===== src/rtl/fwd_pkg.sv =====
// Shared types and constants for the forwarding / load-use scoreboard.
// Slot fields are sized for the widest supported configuration; narrower ones zero-extend.
package fwd_pkg;

    localparam int AW_MAX = 8;
    localparam int SW_MAX = 4;

    localparam int RDY_ALU  = 0;
    localparam int RDY_LOAD = 1;

    localparam int SLOT_EX  = 0;
    localparam int SLOT_MEM = 1;
    localparam int SLOT_WB  = 2;

    typedef struct packed {
        logic              v;
        logic              we;
        logic [AW_MAX-1:0] rd;
        logic [SW_MAX-1:0] rdy_stg;
    } slot_t;

endpackage


===== src/rtl/fwd_port_match.sv =====
// Priority search over the in-flight slots for one source operand.
// Reports the youngest producer and whether its result is still outstanding.
module fwd_port_match
    import fwd_pkg::*;
#(
    parameter int DEPTH = 3,
    parameter int AW    = 5,
    parameter int FW    = 2
) (
    input  slot_t          slots [DEPTH],
    input  logic [AW-1:0]  addr,
    input  logic           rd_use,
    output logic [FW-1:0]  sel,
    output logic           hazard
);

    // Walk oldest to youngest so the last hit (lowest k) is the one kept.
    always_comb begin
        sel    = '0;
        hazard = 1'b0;
        for (int k = DEPTH - 1; k >= 0; k--) begin
            if (slots[k].v && slots[k].we && rd_use && (addr != '0) &&
                (slots[k].rd == AW_MAX'(addr))) begin
                sel    = FW'(k + 1);
                hazard = (int'(slots[k].rdy_stg) > k);
            end
        end
    end

endmodule


===== src/rtl/fwd_scoreboard.sv =====
// Forwarding and load-use hazard unit: a shift register of in-flight destination
// tags, one priority matcher per read port, stall generation and a stall counter.
module fwd_scoreboard
    import fwd_pkg::*;
#(
    parameter  int DEPTH = 3,
    parameter  int NRD   = 2,
    parameter  int AW    = 5,
    parameter  int CNTW  = 16,
    localparam int SW    = $clog2(DEPTH),
    localparam int FW    = $clog2(DEPTH + 1)
) (
    input  logic              clk,
    input  logic              rst_n,
    input  logic              iss_valid,
    input  logic              iss_we,
    input  logic [AW-1:0]     iss_rd,
    input  logic [SW-1:0]     iss_rdy_stg,
    input  logic [NRD*AW-1:0] rd_addr,
    input  logic [NRD-1:0]    rd_use,
    input  logic              flush,
    output logic [NRD*FW-1:0] fwd_sel,
    output logic              stall,
    output logic [CNTW-1:0]   stall_cnt
);

    slot_t          slots [DEPTH];
    slot_t          issue_slot;
    logic [NRD-1:0] port_hazard;

    for (genvar p = 0; p < NRD; p++) begin : g_port
        fwd_port_match #(
            .DEPTH (DEPTH),
            .AW    (AW),
            .FW    (FW)
        ) u_match (
            .slots  (slots),
            .addr   (rd_addr[p*AW +: AW]),
            .rd_use (rd_use[p]),
            .sel    (fwd_sel[p*FW +: FW]),
            .hazard (port_hazard[p])
        );
    end

    // flush overrides the hazard: the killed instruction never needs its operands.
    assign stall = (|port_hazard) & iss_valid & ~flush;

    always_comb begin
        issue_slot         = '0;
        issue_slot.v       = iss_valid & ~stall & ~flush;
        issue_slot.we      = iss_we;
        issue_slot.rd      = AW_MAX'(iss_rd);
        issue_slot.rdy_stg = SW_MAX'(iss_rdy_stg);
    end

    always_ff @(posedge clk or negedge rst_n) begin
        if (!rst_n) begin
            for (int k = 0; k < DEPTH; k++) begin
                slots[k] <= '0;
            end
        end else begin
            for (int k = DEPTH - 1; k > 0; k--) begin
                slots[k] <= slots[k-1];
            end
            slots[SLOT_EX] <= issue_slot;
        end
    end

    always_ff @(posedge clk or negedge rst_n) begin
        if (!rst_n) begin
            stall_cnt <= '0;
        end else if (stall && (stall_cnt != '1)) begin
            stall_cnt <= stall_cnt + 1'b1;
        end
    end

endmodule


===== config.mk =====
export PLATFORM = sky130hd
export DESIGN_NAME = fwd_scoreboard
export DESIGN_NICKNAME = d
export VERILOG_FILES = /design/src/rtl/fwd_pkg.sv /design/src/rtl/fwd_port_match.sv /design/src/rtl/fwd_scoreboard.sv
export SDC_FILE = /design/constraint.sdc
export NUM_CORES = 1
export LEC_CHECK = 0
export ABC_AREA = 1
export CAP_MARGIN = 20
export CORE_MARGIN = 10
export CORE_UTILIZATION = 40
export CTS_CLUSTER_DIAMETER = 120
export DETAILED_ROUTE_END_ITERATION = 10
export SYNTH_ARGS = -nofsm -noshare
export SYNTH_HDL_FRONTEND = slang
export SYNTH_SLANG_ARGS = --single-unit

===== constraint.sdc =====
create_clock -name clk -period 4.9 [get_ports clk]
set_input_delay 0.735 -clock clk [delete_from_list [all_inputs] [get_ports clk]]
set_output_delay 0.735 -clock clk [all_outputs]
set_load 0.05 [all_outputs]

; Yosys cells after proc, flatten, opt, wreduce, memory -nomap -nowiden
; Index checks and enable logic that the tools add are counted.
[totals]
register_bits = 43
input_bits = 24
out_inout_bits = 21
word_cells = 67
[op_classes]
n_addsub = 1
order_cmp = 3
n_eq_ne = 7
mux = 12
bitwise = 6
n_reduce_logical = 25
[op_table]
columns = operator, count
row1 = $eq A5 B5 Y1, 6
row2 = $logic_and A1 B1 Y1, 22
row3 = $add A16 B1 Y16 const B, 1
row4 = $ne A16 B16 Y1 const B, 1
row5 = $mux W2, 6
row6 = $reduce_bool A5 Y1, 2
row7 = $mux W1, 6
row8 = $and A1 B1 Y1, 4
row9 = $gt A2 B1 Y1 const B, 2
row10 = $gt A2 B2 Y1 const B, 1
row11 = $not A1 Y1, 2
row12 = $reduce_or A2 Y1, 1

; Logic depth before layout (Yosys ltp)
; Gate-level depths: netlist of run 1.
[logic_depth]
ltp_word = 13
ltp_mapped = 14
depth_no_buf = 13

; Cells and area by module
; A second synthesis of run 1 with hierarchy kept.
[unflattened]
cells_unflattened = 370
area_unflattened_um2 = 2573.7
[by_module_without_submodules]
columns = mod, instances, cells_each, area_per_inst_um2, seq_area_each_um2
row1 = fwd_scoreboard, 1, 176, 1705.4, 1076.0
row2 = fwd_port_match, 2, 97, 434.2, 0.0

; Worst setup path after synthesis of run 1
; OpenSTA, ideal clock, no wires.
[synth_timing]
path_kind = input to output
from = input rd_addr[6]
to = output fwd_sel[2]
arrival_ns = 2.791
setup_slack_ns = 1.374
path_stages = 7
path_cell_list = nor2_1 > nand2_1 > nor2_1 > nor2_1 > nand2_1 > inv_1 > o41ai_1
[synth_via]
elab_chain_cells = 6
[synth_lines]
columns = item, line_no
row1 = start: declaration, fwd_scoreboard.sv:19  ; input logic [NRD*AW-1:0] rd_addr,
row2 = $reduce_bool A5 Y1, fwd_port_match.sv:22  ; if (slots[k].v && slots[k].we && rd_use && (addr != '0) &&
row3 = $logic_and A1 B1 Y1 (2 in a row), fwd_port_match.sv:22
row4 = $mux W2 (2 in a row), fwd_port_match.sv:22
row5 = $mux W2 (*), fwd_port_match.sv:22
row6 = end: declaration, fwd_scoreboard.sv:22  ; output logic [NRD*FW-1:0] fwd_sel,
; Every way passes the cells marked *; elsewhere a longest branch is shown, timed or not.

; Worst setup path in the final report of run 1
[layout_timing]
from = input rd_addr[7]
to = output stall
[layout_via]
elab_chain_cells = 9
[layout_lines]
columns = item, line_no
row1 = $reduce_bool A5 Y1, fwd_port_match.sv:22
row2 = $logic_and A1 B1 Y1 (2 in a row), fwd_port_match.sv:22
row3 = $mux W1 (2 in a row), fwd_port_match.sv:22
row4 = $mux W1 (*), fwd_port_match.sv:22
row5 = $reduce_or A2 Y1 (*), fwd_scoreboard.sv:46  ; assign stall = (|port_hazard) & iss_valid & ~flush;
row6 = $and A1 B1 Y1 (*) (2 in a row), fwd_scoreboard.sv:46
row7 = end: declaration, fwd_scoreboard.sv:23  ; output logic stall,
; Marks and branches as above.

==> out/results.txt, run 1 <==
status -> completed
Final setup viols -> 0
worst setup path startpoint -> rd_addr[7]
clock slew at reported path FFs -> 90 ps
standard-cell rows -> 28
post-layout min period -> 4050 ps
Starting Density -> 0.411
Pint -> 508 uW
GRT Util Overall -> 0.120
fin util -> 0.510
DRT Wirelength -> 5730 um
CORE AREA -> 5890 um^2
synth unique cells -> 27
setup_tns -> 0 ps
cell with the most instances after synthesis -> nand2_1
first-pass GRT wire length -> 9670 um
Synth area leader -> dfrtp_1
critical path class -> primary input to primary output
syn nets -> 340
largest net degree at the start of global routing -> 44
Detail Route Antenna Nets -> 0
Die Y -> 97.8 um
CP Data Required Time -> 4160 ps
total power draw -> 699 uW
RSZ-0062 raised after global routing -> no
Final Max Slew Viols -> 0
hpwl dp -> 4390 um
Avg Inst Size Synth -> 7.69 um^2
MaxCap Viol Count -> 0
Post-route DRC -> 0
drt first-iter violations -> 102
layout cells sized above 1 -> 0.0801
vias in the first global route -> 2047
fill cell count -> 602
Worst Tran Pin Value -> 938 ps
Post-CTS Setup Inserts -> 0
Nets -> 386
worst-path maximum fanout -> 32
post-synthesis instance total -> 315
antenna cell count -> 0
Pleak -> 0.00139 uW
register area -> 1080 um^2
Routability Congestion -> 0.872
post-cts sizing count -> 0
vias -> 2106
Die Span X -> 97.8 um
switching part of the total -> 0.274
initial antenna violation count -> 0
Port Buffers -> 44
drt wl/cell -> 13.1 um
DRT Pass-1 Iters -> 4
Remaining Overflow, GRT -> 0
worst slack, placed -> 834 ps
CTS Buf Count -> 5
crit path DAT -> 3310 ps
Syn-to-layout area delta -> 24.0%
Hold Buf Count CTS -> 0
CTS Buffer Depth -> 2
die area -> 9560 um^2
clk sinks -> 43
H-tree levels -> 2
worst vdd ir -> 163 uV
io pins -> 45
Gate power share -> 0.125
final worst slack -> 853 ps
Hold Crit Depth -> 0
Layout Skew -> 7.17 ps
Post-Syn Area -> 2420 um^2
area occupied by multi-input gates -> 1130 um^2
vias per inst -> 4.82
Worst R2R Start -> stall_cnt[0]
Synth top area share -> 0.444
synth cell count leaders -> nand2_1 (94), dfrtp_1 (43), inv_1 (38), nand3_1 (31), nor2_1 (26)
highest attainable clock frequency -> 247 MHz
root buf cell -> clkbuf_8
worst rel slew slack -> 0.374
startpoint types -> primary input
CTS tree -> built
Post-synth EDFFs -> 0
Worst-Skew Late Latency -> 300 ps
Area contributors post-synth -> dfrtp_1 (44%), nand2_1 (15%), nand3_1 (6.4%), nand4_1 (5.9%), inv_1 (5.9%)
Pwr Density -> 233 nW/um^2
Hold WC Path Type -> flip-flop to flip-flop
ys flop type -> dfrtp_1
Tcrit/Tclk final -> 0.826
synth warn -> 0
Post-synth ARST share -> 1.00
R2R depth -> 9
kind of end point of the critical path -> primary output
sw power -> 192 uW
sequential area share after synthesis -> 0.444
Synth Register Bits -> 43
Seq pwr share -> 0.542
clock power share -> 0.333
hold_sp -> slots[14]
Final Hold Viols -> 0
==> critical path, stage by stage <==
cell             delay (ps)
clkdlybuf4s50_1         600
inv_2                   100
nand2_1                  90
nand2_1                  50
nor2_1                  100
nand2_1                  70
nor2_2                  100
nand3_1                  80
nand2_1                  70
nand2_2                  60
nand3_4                 250
and2_1                  190
clkdlybuf4s50_1         800
==> state kept, by name (all words and copies together), names as in the netlist <==
signal,count
slots,27
stall_cnt,16
==> power groups by stage <==
stage / combinational (uW) / clock, uW / sequential (uW)
after floorplan: 43.1 / 0 / 387
final: 87.5 / 233 / 379
after CTS: 89.0 / 245 / 379
after detailed placement: 88.7 / 0 / 386
after global placement: 88.4 / 0 / 386
after global routing: 99.1 / 262 / 381
==> final timing paths <==
path | end | slack (ps)
max in group asynchronous | slots[12] | 3740
max reg2reg | stall_cnt[14] | 2990
min in group asynchronous | stall_cnt[9] | 580
min reg2reg | slots[0] | 360
min | slots[0] | 360
max | stall | 850
==> logic make-up (layout without fill, tap and decap cells) <==
| logic type | Yosys count | count (layout) | share of synthesized area |
|---|---|---|---|
| compound gates | 5 | 5 | 0.0155 |
| xor+xnor | 20 | 20 | 0.0724 |
| fa+ha+maj | 1 | 1 | 0.00517 |
| buf+inv | 51 | 98 | 0.0894 |
| flops | 43 | 43 | 0.444 |
| simple gates | 195 | 195 | 0.373 |
==> cell usage in the layout, fill, tap and decap left out, drive strengths merged <==
cell,count
ha,1
xnor2,14
dfrtp,43
inv,46
a2111oi,1
xor2,6
a21oi,1
o41ai,1
nand4,23
a21boi,1
buf,2
nor2,30
and2,2
nand3b,1
nand3,32
o21a,1
nor3b,1
clkdlybuf4s50,43
clkbuf,5
nor3,9
nand2,96
or2,1
clkinvlp,2
==> layout make-up <==
class / instances / share of cell area
clock inverter: 3 / 0.00792
inverter: 45 / 0.0563
clock buffer: 5 / 0.0229
sequential: 43 / 0.358
multi-input combinational: 221 / 0.376
timing repair buffer: 45 / 0.148
tap: 75 / 0.0313
==> metrics by stage <==
step           area, um^2  hold slack (ps)  cells
3_5_place_dp         2910              350    429
4_1_cts              3000              371    437
6_report             3000              363    437
5_1_grt              3000              373    437
2_1_floorplan        2420              331    315
3_3_place_gp         2910              338    429
==> routing by layer <==
layer | up-vias | wire [um] | GRT usage
li1 | 1100 | - | -
met1 | 955 | 2690 | 0.147
met2 | 47 | 2610 | 0.191
met3 | 4 | 364 | 0.0423
met4 | 0 | 63 | 0.0425
met5 | - | 0 | 0
No activity file was read; power rests on OpenSTA's default activity.
==> inputs of run 2 (changes only) <==
--- a/config.mk
+++ b/config.mk
@@ -11,6 +11,7 @@
 export CORE_UTILIZATION = 40
 export CTS_CLUSTER_DIAMETER = 120
 export DETAILED_ROUTE_END_ITERATION = 10
+export PLACE_DENSITY = 0.66
 export SYNTH_ARGS = -nofsm -noshare
 export SYNTH_HDL_FRONTEND = slang
 export SYNTH_SLANG_ARGS = --single-unit
==> constraint.sdc (replaced) <==
create_clock -name clk -period 3.7 [get_ports clk]
set_input_delay 0.555 -clock clk [delete_from_list [all_inputs] [get_ports clk]]
set_output_delay 0.555 -clock clk [all_outputs]
set_load 0.05 [all_outputs]
==> run 2 against run 1 <==
Effect of this change: non-clock buffer count unchanged; total power rose by 32%; critical endpoint is now fwd_sel[2]; register-to-register slack lost 1200 ps; critical path type unchanged; worst setup slack worse by 530 ps; wire length up 0.68%; sequential share of layout area fell by 0.12 points; sequential power grew 32%.
==> out/results.txt, run 2 (synthesis results as in run 1) <==
H-tree levels -> 2 (unchanged)
MaxCap Viol Count -> 0 (unchanged)
Worst R2R Start -> slots[7]
drt wl/cell -> 13.2 um (+0.68%)
Hold Buf Count CTS -> 0 (unchanged)
DRT Pass-1 Iters -> 4 (unchanged)
vias in the first global route -> 2106 (+2.9%)
crit path DAT -> 2820 ps (-490 ps)
critical path cell sequence -> clkdlybuf4s50_1, nor2_1, nand2_1, nor2_1, nor2_1, nand2_1, inv_1, o41ai_1, clkdlybuf4s50_1
Hold Crit Depth -> 0 (unchanged)
io pins -> 45 (unchanged)
status -> completed
critical path class -> primary input to primary output
DRT Wirelength -> 5770 um (+0.68%)
register with the most flip-flops -> slots
antenna cell count -> 0 (unchanged)
most common cell after layout, fill and taps aside -> nand2_1
CP Data Required Time -> 3140 ps (-1020 ps)
root buf cell -> clkbuf_8
Post-route DRC -> 0 (unchanged)
Top Registers -> slots (27), stall_cnt (16)
R2R depth -> 10 (+1)
Starting Density -> 0.411 (unchanged)
CORE AREA -> 5890 um^2 (unchanged)
standard-cell rows -> 28 (unchanged)
hpwl dp -> 4440 um (+1.1%)
max FFs per register -> 27 (unchanged)
Final Hold Viols -> 0 (unchanged)
Endpoint, Worst Hold -> slots[0]
startpoint types -> primary input
total power draw -> 923 uW (+32%)
Layout Skew -> 9.90 ps (+2.73 ps)
Worst Tran Pin Value -> 936 ps (-2.34 ps)
setup_tns -> 0 ps (unchanged)
drt first-iter violations -> 84 (-18%)
most frequent cells in the layout -> nand2_1 (94), dfrtp_1 (43), clkdlybuf4s50_1 (42), inv_1 (38), nand3_1 (31)
worst rel slew slack -> 0.376 (+0.00156)
Hold WC Path Type -> flip-flop to flip-flop
kind of end point of the critical path -> primary output
worst-path maximum fanout -> 6 (-81%)
Final Max Slew Viols -> 0 (unchanged)
Finished Cell Area -> 3010 um^2 (+0.33%)
Syn-to-layout area delta -> 24.4%
GRT Util Overall -> 0.119 (-0.000518)
vias per inst -> 4.94 (+2.6%)
Die Span X -> 97.8 um (unchanged)
Tcrit/Tclk final -> 0.913
Post-CTS Setup Inserts -> 0 (unchanged)
post-cts sizing count -> 0 (unchanged)
slowest cell on the critical path -> clkdlybuf4s50_1
Remaining Overflow, GRT -> 0 (unchanged)
fin util -> 0.512 (+0.00170)
Pwr Density -> 306 nW/um^2 (+31%)
vias -> 2160 (+2.6%)
Detail Route Antenna Nets -> 0 (unchanged)
clock slew at reported path FFs -> 90 ps (about the same)
FF-to-FF End -> stall_cnt[0]
first-pass GRT wire length -> 9670 um (unchanged)
initial antenna violation count -> 0 (unchanged)
Worst-Skew Late Latency -> 300 ps (about the same)
Worst path max stage delay -> 870 ps (+70 ps)
R2R setup slack -> 1770 ps (-1220 ps)
largest net degree at the start of global routing -> 44 (unchanged)
layout cells sized above 1 -> 0.0829 (+0.00276)
worst vdd ir -> 151 uV (-7.1%)
Nets -> 386 (unchanged)
most used cell, CP -> nor2_1
fill cell count -> 592 (-1.7%)
Final setup viols -> 0 (unchanged)
die area -> 9560 um^2 (unchanged)
CTS Buffer Depth -> 2 (unchanged)
CTS tree -> built
hold_sp -> slots[14]
RSZ-0062 raised after global routing -> no
Pleak -> 0.00139 uW (+0.34%)
Die Y -> 97.8 um (unchanged)
Routability Congestion -> 0.948 (+8.7%)
clk sinks -> 43 (unchanged)
post-layout min period -> 3380 ps
Port Buffers -> 44 (unchanged)
CTS Buf Count -> 5 (unchanged)
highest attainable clock frequency -> 296 MHz
dpl cell area -> 2920 um^2 (+0.34%)
## run 2: through the flow
stage | instances | hold WS [ps] | worst slack [ps]
after floorplan | 315 | 259 | 534
after global placement | 429 | 333 | 372
after detailed placement | 429 | 341 | 365
after CTS | 437 | 363 | 352
after global routing | 437 | 378 | 218
final | 437 | 359 | 320
## run 2: layout make-up
type / count / area, um^2 / share of cell area
sequential: 43 / 1080 / 0.357
timing repair buffer: 45 / 453 / 0.150
tap: 75 / 93.8 / 0.0311
clock inverter: 3 / 23.8 / 0.00789
inverter: 45 / 169 / 0.0561
multi-input combinational: 221 / 1130 / 0.375
clock buffer: 5 / 68.8 / 0.0228
## run 2: worst max-delay path, delay by kind of cell
kind	cells	cell delay, ps
AND/OR/NAND/NOR	5	570
AO/OA/AOI/OAI	1	260
buffers and inverters	3	1450
## run 2: metal layers
| metal | part of all wire | GRT usage | vias up | wire [um] |
|---|---|---|---|---|
| li1 | - | - | 1096 | - |
| met5 | 0 | 0 | - | 0 |
| met3 | 0.051 | 0.0388 | 7 | 294 |
| met4 | 0.013 | 0.0391 | 0 | 74 |
| met2 | 0.48 | 0.194 | 41 | 2760 |
| met1 | 0.46 | 0.146 | 1016 | 2640 |
## run 2: worst max path at each step
| stage | from | to | cells past startpoint |
|---|---|---|---|
| floorplan | rd_addr[6] | fwd_sel[2] | 7 |
| global placement | rd_addr[9] | fwd_sel[2] | 7 |
| detailed placement | rd_addr[9] | fwd_sel[2] | 7 |
| CTS | rd_addr[6] | fwd_sel[2] | 9 |
| global route | rd_addr[9] | fwd_sel[2] | 7 |
| finish | rd_addr[6] | fwd_sel[2] | 9 |
## run 2: report_power, final
group	internal, uW	switching (uW)	leakage, uW
registers	486	15.4	0.000542
clock network	135	168	0.0000408
logic	51.3	66.7	0.000809
==> inputs of run 3 (changes only) <==
--- a/config.mk
+++ b/config.mk
@@ -9,6 +9,7 @@
 export CAP_MARGIN = 20
 export CORE_MARGIN = 10
 export CORE_UTILIZATION = 40
+export CTS_BUF_LIST = sky130_fd_sc_hd__clkbuf_4 sky130_fd_sc_hd__clkbuf_8 sky130_fd_sc_hd__clkbuf_16
 export CTS_CLUSTER_DIAMETER = 120
 export DETAILED_ROUTE_END_ITERATION = 10
 export PLACE_DENSITY = 0.66
==> results of run 3 <==
No change in the layout: final DEF, timing and power equal those of run 2.
